**src/rtl/bcd_serial_adder_ctrl.sv**
```systemverilog
// Serial packed-BCD adder: one digit per clock, LSD first, start/busy/done handshake.
// Optional macro BCD_SUB_EN adds a 'sub' port (ten's-complement a-b).
module bcd_serial_adder_ctrl #(
  parameter int DIGITS = 4
) (
  input  logic                clk,
  input  logic                rst,
  input  logic                start,
  input  logic [4*DIGITS-1:0] a,
  input  logic [4*DIGITS-1:0] b,
  input  logic                cin,
`ifdef BCD_SUB_EN
  input  logic                sub,
`endif
  output logic                busy,
  output logic                done,
  output logic [4*DIGITS-1:0] sum,
  output logic                cout,
  output logic                invalid
);

  localparam int W  = 4 * DIGITS;
  localparam int CW = (DIGITS > 1) ? $clog2(DIGITS) : 1;

  typedef enum logic [1:0] {IDLE, RUN, DONE} state_t;

  state_t         state;
  logic [W-1:0]   a_q, b_q, acc;
  logic [CW-1:0]  cnt;
  logic           carry;

  logic [W-1:0]   b_in;
  logic           cin_in;
  logic           inv_in;

  // Subtraction is folded in at latch time so the digit step is always a plain add.
  always_comb begin
    b_in   = b;
    cin_in = cin;
`ifdef BCD_SUB_EN
    if (sub) begin
      cin_in = 1'b1;
      for (int i = 0; i < DIGITS; i++)
        b_in[4*i +: 4] = 4'd9 - b[4*i +: 4];
    end
`endif
    inv_in = 1'b0;
    for (int i = 0; i < DIGITS; i++)
      if (a[4*i +: 4] > 4'd9 || b[4*i +: 4] > 4'd9)
        inv_in = 1'b1;
  end

  logic [3:0]   a_d, b_d, d;
  logic [4:0]   t, t6;
  logic         c_nxt;
  logic [W-1:0] acc_nxt;

  always_comb begin
    a_d = a_q[int'(cnt)*4 +: 4];
    b_d = b_q[int'(cnt)*4 +: 4];
    t   = {1'b0, a_d} + {1'b0, b_d} + {4'b0, carry};
    t6  = t + 5'd6;
    if (t > 5'd9) begin
      d     = t6[3:0];
      c_nxt = 1'b1;
    end else begin
      d     = t[3:0];
      c_nxt = 1'b0;
    end
    acc_nxt = acc;
    acc_nxt[int'(cnt)*4 +: 4] = d;
  end

  always_ff @(posedge clk or posedge rst) begin
    if (rst) begin
      state   <= IDLE;
      a_q     <= '0;
      b_q     <= '0;
      acc     <= '0;
      cnt     <= '0;
      carry   <= 1'b0;
      busy    <= 1'b0;
      done    <= 1'b0;
      sum     <= '0;
      cout    <= 1'b0;
      invalid <= 1'b0;
    end else begin
      done <= 1'b0;
      case (state)
        IDLE, DONE: begin
          if (start) begin
            a_q     <= a;
            b_q     <= b_in;
            carry   <= cin_in;
            invalid <= inv_in;
            cnt     <= '0;
            acc     <= '0;
            busy    <= 1'b1;
            state   <= RUN;
          end else begin
            state <= IDLE;
          end
        end
        RUN: begin
          carry <= c_nxt;
          acc   <= acc_nxt;
          if (cnt == CW'(DIGITS - 1)) begin
            sum   <= acc_nxt;
            cout  <= c_nxt;
            busy  <= 1'b0;
            done  <= 1'b1;
            state <= DONE;
          end else begin
            cnt <= cnt + 1'b1;
          end
        end
        default: begin
          busy  <= 1'b0;
          state <= IDLE;
        end
      endcase
    end
  end

endmodule

```
**config.mk**
```make
export PLATFORM = sky130hd
export DESIGN_NAME = bcd_serial_adder_ctrl
export DESIGN_NICKNAME = d
export VERILOG_FILES = /design/src/rtl/bcd_serial_adder_ctrl.sv
export SDC_FILE = /design/constraint.sdc
export NUM_CORES = 1
export LEC_CHECK = 0
export BUFFER_PORTS_ARGS = -buffer_cell sky130_fd_sc_hd__buf_4
export CAP_MARGIN = 20
export CORE_MARGIN = 10
export CORE_UTILIZATION = 44
export DETAILED_ROUTE_END_ITERATION = 8
export GPL_ROUTABILITY_DRIVEN = 0
export GPL_TIMING_DRIVEN = 1
export PLACE_DENSITY_LB_ADDON = 0.08
export SLEW_MARGIN = 30
export SYNTH_ARGS = -nofsm -noshare
export SYNTH_HDL_FRONTEND = slang
export SYNTH_SLANG_ARGS = --single-unit
export TNS_END_PERCENT = 100
```
**constraint.sdc**
```tcl
create_clock -name clk -period 5.9 [get_ports clk]
set_clock_uncertainty 0.1 [all_clocks]
set_input_delay 1.18 -clock clk [delete_from_list [all_inputs] [get_ports clk]]
set_output_delay 1.18 -clock clk [all_outputs]
set_load 0.1 [all_outputs]
```
== After elaboration in Yosys (flattened, before gate mapping) ==
Cells that the tools add are included.

* Multiplexer cells: 22
* $add $sub $neg: 5
* Shift operators: 4
* Reductions and logical operators: 12
* Magnitude comparators: 9
* Equality and inequality tests: 6

{| class="wikitable"
|+ Operators by type and width
! operator !! number
|-
| 4-bit negator with 33-bit output || 1
|-
| 4-bit by 33-bit variable shift with 16-bit output (first input constant) || 1
|-
| 4-bit by 33-bit indexed part select with 16-bit output || 1
|-
| 4-bit greater-than comparator (second input constant) || 8
|-
| 16-bit one-hot mux with 2 select lines || 1
|-
| 16-bit by 5-bit indexed part select with 4-bit output || 2
|-
| 16-bit bitwise mux || 1
|-
| 16-bit two-way mux || 1
|-
| 1-bit two-way mux || 11
|-
| 2-bit one-hot mux with 2 select lines || 2
|-
| 2-bit AND reduction || 4
|-
| 2-bit two-way mux || 3
|-
| 2-bit inequality test (second input constant) || 3
|-
| 4-bit by 4-bit adder with 5-bit output || 1
|-
| 5-bit by 1-bit adder with 5-bit output || 1
|-
| 5-bit by 4-bit greater-than comparator with 1-bit output (second input constant) || 1
|-
| 4-bit by 3-bit adder with 4-bit output (second input constant) || 1
|-
| 2-bit == test (second input constant) || 2
|-
| 1-bit logical OR || 4
|-
| 4-bit two-way mux || 1
|-
| 1-bit one-hot mux with 2 select lines || 2
|-
| 3-bit AND reduction || 1
|-
| 2-bit by 1-bit adder with 2-bit output (second input constant) || 1
|-
| 2-bit by 1-bit == test with 1-bit output (second input constant) || 1
|-
| 3 further kinds || 3
|}

* Flip-flop bits (word level): 73
* Output and inout port bits: 20
* Input port bits: 36

== Depth between registers and ports, before layout ==
* Depth after elaboration: 8
* Mapped depth: 11

== Worst setup path before layout ==
OpenSTA, ideal clock, no wires.

* Path type: register to register
* From: register cnt[0]
* To: register acc[2]
* Period minus slack after synthesis: 3,887 ps
* Setup time: 77 ps
* Slack: 2,013 ps
* Buffers on the path: 1
* Cell stages (with the launch flop): 12
* Data arrival time: 3,710 ps
* Cells stage by stage: dfrtp_1 clkbuf_1 mux4_2 fa_1 fa_1 xnor2_1 ha_1 nor2b_1 a31o_1 o31a_1 mux2_4 o21ai_1

* Longest elaborated chain between the ends: 8
* Elaborated cells between the ends (all ways): 12
* Those cells by class: add/sub (4); order compare (1); shift (4); mux (3)

{| class="wikitable"
|+ RTL lines
! element !! RTL line !! RTL
|-
| from (decl) || 29 || <nowiki>logic [CW-1:0] cnt;</nowiki>
|-
| from (signal assigned) || 114 || <nowiki>cnt <= cnt + 1'b1;</nowiki>
|-
| 16-bit by 5-bit indexed part select with 4-bit output, on equally long branches || 59, 60 ||
|-
| 4-bit by 4-bit adder with 5-bit output || 61 || <nowiki>t = {1'b0, a_d} + {1'b0, b_d} + {4'b0, carry};</nowiki>
|-
| 5-bit by 1-bit adder with 5-bit output || 61 ||
|-
| 4-bit by 3-bit adder with 4-bit output / 5-bit by 4-bit greater-than comparator with 1-bit output (equally long branches) || 62, 63 ||
|-
| 4-bit two-way mux || 63 || <nowiki>if (t > 5'd9) begin</nowiki>
|-
| 4-bit by 33-bit indexed part select with 16-bit output || 71 || <nowiki>acc_nxt[int'(cnt)*4 +: 4] = d;</nowiki>
|-
| 16-bit bitwise mux (*) || 71 ||
|-
| 16-bit one-hot mux with 2 select lines (*) || 89 || <nowiki>case (state)</nowiki>
|-
| to (signal assigned) || 106 || <nowiki>acc <= acc_nxt;</nowiki>
|-
| to (decl) || 28 || <nowiki>logic [W-1:0] a_q, b_q, acc;</nowiki>
|}

Every way passes the cells marked *; elsewhere a longest branch is shown, timed or not.
A chain may end at the register's enable or synchronous reset.

== Worst setup path in the final report ==
* From: register cnt[0]
* To: register acc[15]

The elaborated chain is that of the path after synthesis.

==> impl_metrics.csv <==
group,metric,value,unit
worst_hold_path,hold_path.class,"reg -> reg",
setup_path,reg2reg_depth,10,
setup_path,worstSetupEndpointType,"register",
setup_path,cp_cell_sequence,"mux4_2 > fa_1 > fa_1 > xnor2_1 > ha_1 > nor2b_1 > a31o_1 > a2111oi_0 > nand2b_1 > o21ai_0",
logic_synthesis,synthesis.instances,357,
floorplanning,die_h,108,um
global_route,leftover_overflow_at_the_end_of_global_routing,0,
detailed_routing,ant_nets,0,
clocking,clock-root-buffer,"clkbuf_8",
clocking,htreeDepth,3,
floorplanning,die-width,108,um
setup_path,worst_ep_required_time,6.02,ns
finish,antenna-diode-count,0,
global_route,grt_antenna_before_repair,0,
logic_synthesis,synth_warnings,0,
logic_synthesis,synth-seq-area-share,53.5,%
setup_path,crit_buf_inv,0,
detailed_routing,violation_count_after_the_first_detailed_route_iteration,90,
clocking,insertion_delay,0.35,ns
place,detailed_placement_wirelength_estimate,5930,um
sta,slew_headroom,49.1,%
detailed_routing,num_vias,2684,
sta,setup_viol,0,
floorplanning,std_cell_rows,32,
global_route,first_global_vias,2814,
logic_synthesis,number_of_distinct_library_cells_after_synthesis,33,
clocking,reg_clk_slew_reported_paths,0.08,ns
global_route,globalRouteTotalUtil,14.7,%
detailed_routing,wl_per_cell,16.0,um
clocking,cts-resized-gates,0,
global_route,grt_pass1_wl,13600,um
global_route,largest_net_degree_at_the_start_of_global_routing,74,
setup_path,max_stage_delay_cell_worst_path,"dfrtp_1",
floorplanning,core_outline_area,7650,um^2
logic_synthesis,syn-mean-instance-area,9.56,um^2
setup_path,crit_path_end,"acc[15]$_DFFE_PP0P_",
logic_synthesis,synth.net_count,405,
clocking,ctsLongestPathBuffers,2,
setup_path,timing_worst_setup_path_type,"reg -> reg",
sta,fmax,0.244,GHz
setup_path,timing.rr.end,"acc[15]$_DFFE_PP0P_",
setup_path,critPathLaunch,"cnt[0]$_DFFE_PP0P_",
setup_path,worstPathArrival,4.21,ns
setup_path,launch_point_of_the_worst_reg_to_reg_path,"cnt[0]$_DFFE_PP0P_",
logic_synthesis,post_synth_instance_area,3410,um^2
finish,layout-area-overhead-vs-synth,20.2,%
detailed_routing,first_pass_iters,4,
clocking,cts_post_setup_buffers_inserted,0,
finish,fillCellCount,732,
clocking,tritoncts,"done",
place,port_buffers,55,
sta,tightest_slew,0.754,ns
finish,nets,459,
setup_path,regToRegSetupSlack,1.81,ns
detailed_routing,vias_per_cell,5.18,
setup_path,worst_path_dominant_cell_family,"adder cells",
sta,max_slew_vio_count,0,
status,status,"finished clean",
finish,fraction_of_final_layout_cells_sized_beyond_drive_strength_1,21.2,%
floorplanning,full_die_area,11700,um^2
detailed_routing,drt_wl_total,8290,um
clocking,numCtsBuffers,9,
sta,setup_tns,0,ns
setup_path,path_depth,10,
setup_path,crit_path_start_kind,"register",
sta,final.min_clock_period,4.09,ns
sta,final.period_utilization,69.4,%
detailed_routing,detail_route.drc_violations,0,
finish,final_cell_area,4100,um^2
sta,timing.final.hold_violations,0,
logic_synthesis,post_synthesis_register_bit_count,73,
clocking,cts_hold_buf,0,
place,detailed_place.area,3930,um^2
clocking,number_of_sinks_driven_by_the_clock_tree,73,
setup_path,worst_path_largest_cell_delay,0.79,ns
setup_path,cp_common_cell,"fa_1",
setup_path,critical_path_fanouts_max,14,
floorplanning,ioPinCount,56,
flow_run,maxCapViolCount,0,
floorplanning,initial_utilization,44.6,%
sta,grt_setup_unrepaired,"no",
through the flow:
| stage | util, % | hold slack (ns) | setup slack [ns] | instances |
|---|---|---|---|---|
| after floorplan | - | 0.340 | 2.01 | 357 |
| after global placement | 51.3 | 0.351 | 1.95 | 502 |
| after detailed placement | 51.3 | 0.361 | 1.85 | 502 |
| after CTS | 53.6 | 0.380 | 1.79 | 518 |
| after global routing | 53.6 | 0.400 | 1.52 | 518 |
| final | 53.6 | 0.375 | 1.81 | 518 |
routing by layer:
layer	global-route usage, %	wire, um
met5	0	0
met2	24.7	4170
met4	5.44	92
met1	17.6	3600
met3	4.16	431
cell usage after synthesis, drive strengths merged:
cell type	n	area share [%]
a2111oi	1	0.26
a22oi	1	0.22
nand2b	3	0.55
o22ai	1	0.18
a221oi	4	1.0
nand2	126	14
o31a	1	0.26
buf	2	0.22
dfrtp	73	54
nand3	1	0.15
nor2b	3	0.55
mux2	1	0.44
a32o	4	1.2
nor4b	1	0.26
mux4	8	5.3
o31ai	1	0.22
nand4	2	0.37
nor2	10	1.1
and3	4	0.73
o21ai	38	5.6
nor3b	9	2.0
xnor2	2	0.73
a21o	1	0.22
a21oi	19	2.8
nor4	1	0.18
clkbuf	14	1.5
nor3	2	0.29
a31o	1	0.26
ha	10	3.7
fa	2	1.2
inv	11	1.2
cells by family (layout without fill, tap and decap cells):
| logic type | count (synthesis) | in the layout | share of synthesized area (%) |
|---|---|---|---|
| AOI/OAI and AO/OA | 72 | 72 | 12.2 |
| xor gates and xnor gates | 2 | 2 | 0.734 |
| adders and majority gates | 12 | 12 | 4.84 |
| buffers and inverters | 27 | 86 | 2.97 |
| DFF | 73 | 73 | 53.5 |
| muxes | 9 | 9 | 5.72 |
| and+or+nand+nor | 162 | 162 | 20.0 |
cell usage in the layout (no fill, tap or decap), drive strengths merged, types with 3 or more instances in the layout:
cell type | Yosys | layout
dfrtp | 73 | 73
nor3b | 9 | 9
ha | 10 | 10
and3 | 4 | 4
nand2 | 126 | 126
a221oi | 4 | 4
o21ai | 38 | 38
clkinv | 0 | 5
inv | 11 | 11
mux4 | 8 | 8
buf | 2 | 59
nor2 | 10 | 10
nand2b | 3 | 3
a32o | 4 | 4
clkbuf | 14 | 9
nor2b | 3 | 3
a21oi | 19 | 19
worst reg2reg max path: stages, from the launching register on:
cell and delay [ns]:
dfrtp_1 0.79, mux4_2 0.62, fa_1 0.44, fa_1 0.43
xnor2_1 0.18, ha_1 0.24, nor2b_1 0.13, a31o_1 0.21
a2111oi_0 0.33, nand2b_1 0.34, o21ai_0 0.15
flip-flops by register name, summed over array words and instances, names as in the netlist:
| signal | count |
|---|---|
| acc | 16 |
| b_q | 16 |
| busy | 1 |
| a_q | 16 |
| cnt | 2 |
| invalid | 1 |
| cout | 1 |
| done | 1 |
| sum | 16 |
| state | 2 |
| carry | 1 |
layout make-up:
class                      instances  area [um^2]  share of cell area, %
clock buffer                       9          124                   3.02
clock inverter                     7         47.5                   1.16
inverter                          11         41.3                   1.01
multi-input combinational        257         1490                   36.3
sequential                        73         1830                   44.5
tap                              102          128                   3.11
timing repair buffer              59          447                   10.9
how the worst min path moves through the flow:
stage                                   start                  end  depth (start not counted)
after detailed placement  a_q[11]$_DFFE_PP0P_  a_q[11]$_DFFE_PP0P_                          2
after global placement    invalid$_DFFE_PP0P_  invalid$_DFFE_PP0P_                          2
after floorplan            a_q[6]$_DFFE_PP0P_   a_q[6]$_DFFE_PP0P_                          2
final                      acc[1]$_DFFE_PP0P_   acc[1]$_DFFE_PP0P_                          2
after CTS                 acc[15]$_DFFE_PP0P_  acc[15]$_DFFE_PP0P_                          2
after global routing      a_q[14]$_DFFE_PP0P_  a_q[14]$_DFFE_PP0P_                          2
Power is left out: the tool's default activity adds up to more than one toggle a clock period on the data nets, which glitch-free logic cannot reach.
